<file path="config.mk">
export PLATFORM = sky130hd
export DESIGN_NAME = btn_conditioner
export DESIGN_NICKNAME = d
export VERILOG_FILES = /design/src/rtl/btn_conditioner.sv
export SDC_FILE = /design/constraint.sdc
export NUM_CORES = 1
export LEC_CHECK = 0
export CAP_MARGIN = 40
export CORE_MARGIN = 3
export CORE_UTILIZATION = 42
export CTS_CLUSTER_SIZE = 40
export DETAILED_ROUTE_END_ITERATION = 10
export SLEW_MARGIN = 5
export SYNTH_ARGS = -nofsm -noshare
export SYNTH_HDL_FRONTEND = slang
export SYNTH_SLANG_ARGS = --single-unit
</file>
<file path="constraint.sdc">
create_clock -name clk -period 7.5 [get_ports clk]
set_input_delay 1.5 -clock clk [delete_from_list [all_inputs] [get_ports clk]]
set_output_delay 1.5 -clock clk [all_outputs]
set_load 0.01 [all_outputs]
</file>
<file path="src/rtl/btn_conditioner.sv">
// Push-button front end: two-flop synchroniser, then a per-button debounce FSM.
// The FSM produces a clean level, one-cycle press/release pulses and typematic repeat pulses.
// Channel order on every vector is l, r, u, d, c = bits 0..4.
module btn_conditioner #(
    parameter int unsigned NBTN        = 5,
    parameter int unsigned DB_CYCLES   = 400000,
    parameter int unsigned HOLD_CYCLES = 20000000,
    parameter int unsigned RPT_CYCLES  = 4000000
) (
    input  logic            clk,
    input  logic            rst,
    input  logic [NBTN-1:0] raw,
    output logic [NBTN-1:0] level,
    output logic [NBTN-1:0] down,
    output logic [NBTN-1:0] up,
    output logic [NBTN-1:0] rpt
);

    localparam int unsigned MaxDbHold = (DB_CYCLES > HOLD_CYCLES) ? DB_CYCLES : HOLD_CYCLES;
    localparam int unsigned MaxCycles = (MaxDbHold > RPT_CYCLES) ? MaxDbHold : RPT_CYCLES;
    localparam int unsigned CNTW      = $clog2(MaxCycles + 1);

    localparam logic [CNTW-1:0] DbLast   = CNTW'(DB_CYCLES - 1);
    localparam logic [CNTW-1:0] HoldLast = CNTW'(HOLD_CYCLES - 1);
    localparam logic [CNTW-1:0] RptLast  = CNTW'(RPT_CYCLES - 1);

    typedef enum logic [1:0] {
        StLo,
        StPendHi,
        StHi,
        StPendLo
    } state_e;

    logic [NBTN-1:0] s1_q, s1_d;
    logic [NBTN-1:0] s2_q, s2_d;
    state_e          state_q [NBTN];
    state_e          state_d [NBTN];
    logic [CNTW-1:0] cnt_q   [NBTN];
    logic [CNTW-1:0] cnt_d   [NBTN];
    // first_q marks that the initial hold delay, not the repeat period, is being timed
    logic [NBTN-1:0] first_q, first_d;
    logic [NBTN-1:0] level_q, level_d;
    logic [NBTN-1:0] down_q, down_d;
    logic [NBTN-1:0] up_q, up_d;
    logic [NBTN-1:0] rpt_q, rpt_d;

    // Next-state logic: synchroniser shift plus one debounce/repeat FSM per channel
    always_comb begin
        s1_d    = raw;
        s2_d    = s1_q;
        state_d = state_q;
        cnt_d   = cnt_q;
        first_d = first_q;
        level_d = level_q;
        down_d  = '0;
        up_d    = '0;
        rpt_d   = '0;
        for (int i = 0; i < NBTN; i++) begin
            unique case (state_q[i])
                StLo: begin
                    if (s2_q[i]) begin
                        state_d[i] = StPendHi;
                        cnt_d[i]   = '0;
                    end
                end
                StPendHi: begin
                    if (!s2_q[i]) begin
                        state_d[i] = StLo;
                    end else if (cnt_q[i] == DbLast) begin
                        state_d[i] = StHi;
                        level_d[i] = 1'b1;
                        down_d[i]  = 1'b1;
                        cnt_d[i]   = '0;
                        first_d[i] = 1'b1;
                    end else begin
                        cnt_d[i] = cnt_q[i] + CNTW'(1);
                    end
                end
                StHi: begin
                    if (!s2_q[i]) begin
                        state_d[i] = StPendLo;
                        cnt_d[i]   = '0;
                    end else if (first_q[i] && cnt_q[i] == HoldLast) begin
                        rpt_d[i]   = 1'b1;
                        cnt_d[i]   = '0;
                        first_d[i] = 1'b0;
                    end else if (!first_q[i] && cnt_q[i] == RptLast) begin
                        rpt_d[i] = 1'b1;
                        cnt_d[i] = '0;
                    end else begin
                        cnt_d[i] = cnt_q[i] + CNTW'(1);
                    end
                end
                StPendLo: begin
                    if (s2_q[i]) begin
                        // Release bounce: re-arm the full hold delay
                        state_d[i] = StHi;
                        cnt_d[i]   = '0;
                        first_d[i] = 1'b1;
                    end else if (cnt_q[i] == DbLast) begin
                        state_d[i] = StLo;
                        level_d[i] = 1'b0;
                        up_d[i]    = 1'b1;
                        cnt_d[i]   = '0;
                    end else begin
                        cnt_d[i] = cnt_q[i] + CNTW'(1);
                    end
                end
            endcase
        end
    end

    // State and registered outputs; reset drops everything at once, without a clock
    always_ff @(posedge clk or posedge rst) begin
        if (rst) begin
            s1_q    <= '0;
            s2_q    <= '0;
            first_q <= '0;
            level_q <= '0;
            down_q  <= '0;
            up_q    <= '0;
            rpt_q   <= '0;
            for (int i = 0; i < NBTN; i++) begin
                state_q[i] <= StLo;
                cnt_q[i]   <= '0;
            end
        end else begin
            s1_q    <= s1_d;
            s2_q    <= s2_d;
            first_q <= first_d;
            level_q <= level_d;
            down_q  <= down_d;
            up_q    <= up_d;
            rpt_q   <= rpt_d;
            for (int i = 0; i < NBTN; i++) begin
                state_q[i] <= state_d[i];
                cnt_q[i]   <= cnt_d[i];
            end
        end
    end

    assign level = level_q;
    assign down  = down_q;
    assign up    = up_q;
    assign rpt   = rpt_q;

endmodule
</file>
==> results.toml <==
[placed_design]
place_congestion = 0.833
portBuffers = 26
dp_hpwl_um = 15100
pre_cts_slack_ps = 3940
placed_area_um2 = 9830
dp_cells = 1304

[global_route]
overflow = 0
grt_pass1_wl_um = 38500
globalRouteMet1Util_pct = 28.5
grt_pass1_vias = 7730
met2_usage_pct = 29.2
antenna_found_initial = 0
track_usage_pct = 19.1
grt_max_degree = 68
top_usage_layer = "met2"
gr-usage-met3_pct = 3.12

[sta]
fin_tns_setup_ps = 0
fin_ws_ps = 4440
finalSetupViolations = 0
finalMaxSlewViolations = 0
max_freq_mhz = 327
rsz0062_at_grt = "false"
period_share_pct = 40.8
worst_slew_pin_slew_ps = 887
hold-worst-slack_ps = 350
hold_viol_final = 0
fin_crit_ps = 3060
fin_skew_ps = 12.9
slew_headroom_pct = 40.8

[setup_path]
critPathMaxStageDelay_ps = 680
crit_path_start = "cnt_q[0]"
end_kind = "register"
r2r_slack_ps = 4440
worstSetupPathType = "reg2reg"
required_ps = 7820
crit_fanout = 14
cp_slowest_cell = "o41ai_1"
reg2reg_from = "cnt_q[0]"
worstPathCellList = "ha_1, and3_1, nand3_1, o41ai_1, o22a_1, nor2_1, a221o_1"
arrival_ps = 3380
critPathLaunchType = "register"

[synth]
synth.yosys.seq_area_share_pct = 45.7
synth_ff_type = "dfrtp_1"
yosysWarnings = 0
synthCells = 1040
synth_area_um2 = 9310
ys_types = 69
synth_top_cell_area_share_pct = 45.7
synthesis.nets = 1052
synthArstFlopShare_pct = 100
synth_area_leaders = "dfrtp_1, o21ai_0, nand2_1, nand3_1, a21oi_1"
syn_avg_cell_area_um2 = 8.95
synth_seq_cells = 170
yosysTopAreaCell = "dfrtp_1"
synth_enable_flop_cells = 0

[layout]
nNetsFinal = 1060
antenna_cells = 0
stdcell_count = 1336
stdcell_area_um2 = 10400
final_common_cell = "dfrtp_1"
layout-area-overhead-vs-synth_pct = 12.0
final_cell_mix = "dfrtp_1, o21ai_0, nand2_1"
final_util_pct = 48.7
drive_gt1_share_pct = 6.79

[power_and_ir_drop]
leakagePower_nw = 4.17
p_per_area_nw_per_um2 = 194
irDropWorstVdd_mv = 0.121
power_mw = 2.03

[drt]
firstDrtPassIters = 5
drc = 0
detail_route.wirelength_um = 22300
viasPerCell = 6.08
dr.first_iter.drc_count = 525
via_count = 8119
postRouteAntennaNets = 0
post_drt_wl_per_cell_um = 16.7

[clock_tree]
clock_sinks = 170
htree_levels = 4
cts_hold_buf = 0
clk_pin_slew_worst_paths_ps = 60
root_buffer = "clkbuf_16"
clock_latency_ps = 440
clock_path_buffers = 2
post_cts_buffers = 0
cts_buffers = 17
post_cts_resized = 0
cts_tree = "yes"

[status]
outcome = "finished clean"

[min_path]
worstHoldPathType = "reg2reg"
hold_start = "s1_q[0]"

[floorplan]
dieArea_um2 = 24000
core.rowCount = 53
coreArea_um2 = 21400
chipWidth_um = 155
die_h_um = 155
initial_core_util_pct = 43.5
ios = 27

[run]
drv_cap = 0
[cell families (layout without fill, tap and decap cells)]
group | Yosys count | after routing | share of synthesized area [%]
and+or+nand+nor | 457 | 457 | 26.5
AOI/OAI and AO/OA | 316 | 316 | 22.1
DFF | 170 | 170 | 45.7
buffers and inverters | 77 | 98 | 3.49
xor gates and xnor gates | 8 | 8 | 0.752
muxes | 7 | 7 | 0.806
adders and majority gates | 5 | 5 | 0.672
[state kept, by name, indices dropped and copies added, names as in the netlist, named ones only]
signal,cells
cnt_q,125
down,5
first_q,5
level,5
rpt,5
s1_q,5
s2_q,5
state_q,5
up,5
[layer usage]
metal,wire length [um],vias to the layer above,part of all wire (%)
li1,-,3985,-
met3,713,17,3.2
met1,11400,3974,51
met2,9960,143,45
met4,222,0,1.0
met5,0,-,0
[layout make-up]
cell class                 count  area [um2]
fill                        2022       11000
multi-input combinational    793        4740
sequential                   170        4250
clock buffer                  22         494
timing repair buffer          37         379
tap                          275         344
inverter                      29         114
clock inverter                10         106
[critical path: cells and delay by family, from the launching register on]
kind / cells / cell delay (ps)
flip-flops: 1 / 390
adder cells (fa/ha/maj): 1 / 250
AND/OR/NAND/NOR: 3 / 670
AO/OA/AOI/OAI: 3 / 1640
[where the power goes]
part	internal [mW]	switching (mW)	leakage, nW
sequential	0.951	0.0463	2.32
combinational	0.0532	0.0861	1.56
clock	0.507	0.382	0.290
total	1.51	0.515	4.17
[final timing paths]
path                        endpoint  depth (start not counted)
max                         cnt_q[2]                          7
min reg2reg                  s2_q[0]                          0
max reg2reg                 cnt_q[2]                          7
max in group asynchronous  cnt_q[16]                          4
min                          s2_q[0]                          0
min in group asynchronous    s2_q[2]                          2
[Yosys cell counts, types with 7 or more instances]
master	n
a21oi_1	56
or2_2	9
nor4b_1	7
clkbuf_1	37
nand2_1	100
inv_1	28
a31oi_1	41
o2bb2ai_1	8
nor4_1	11
a41oi_1	12
a21o_1	20
nor2_1	68
and3_1	26
dfrtp_1	170
nand3_1	62
nor3_1	40
nor3b_1	15
o22ai_1	10
or4_1	14
a22o_1	10
and2_1	14
or3_1	14
o31ai_1	8
nand4_1	34
nand2b_1	9
nand4b_1	7
o21ai_0	101
o32ai_1	15
Power figures use the tool's default switching activity.
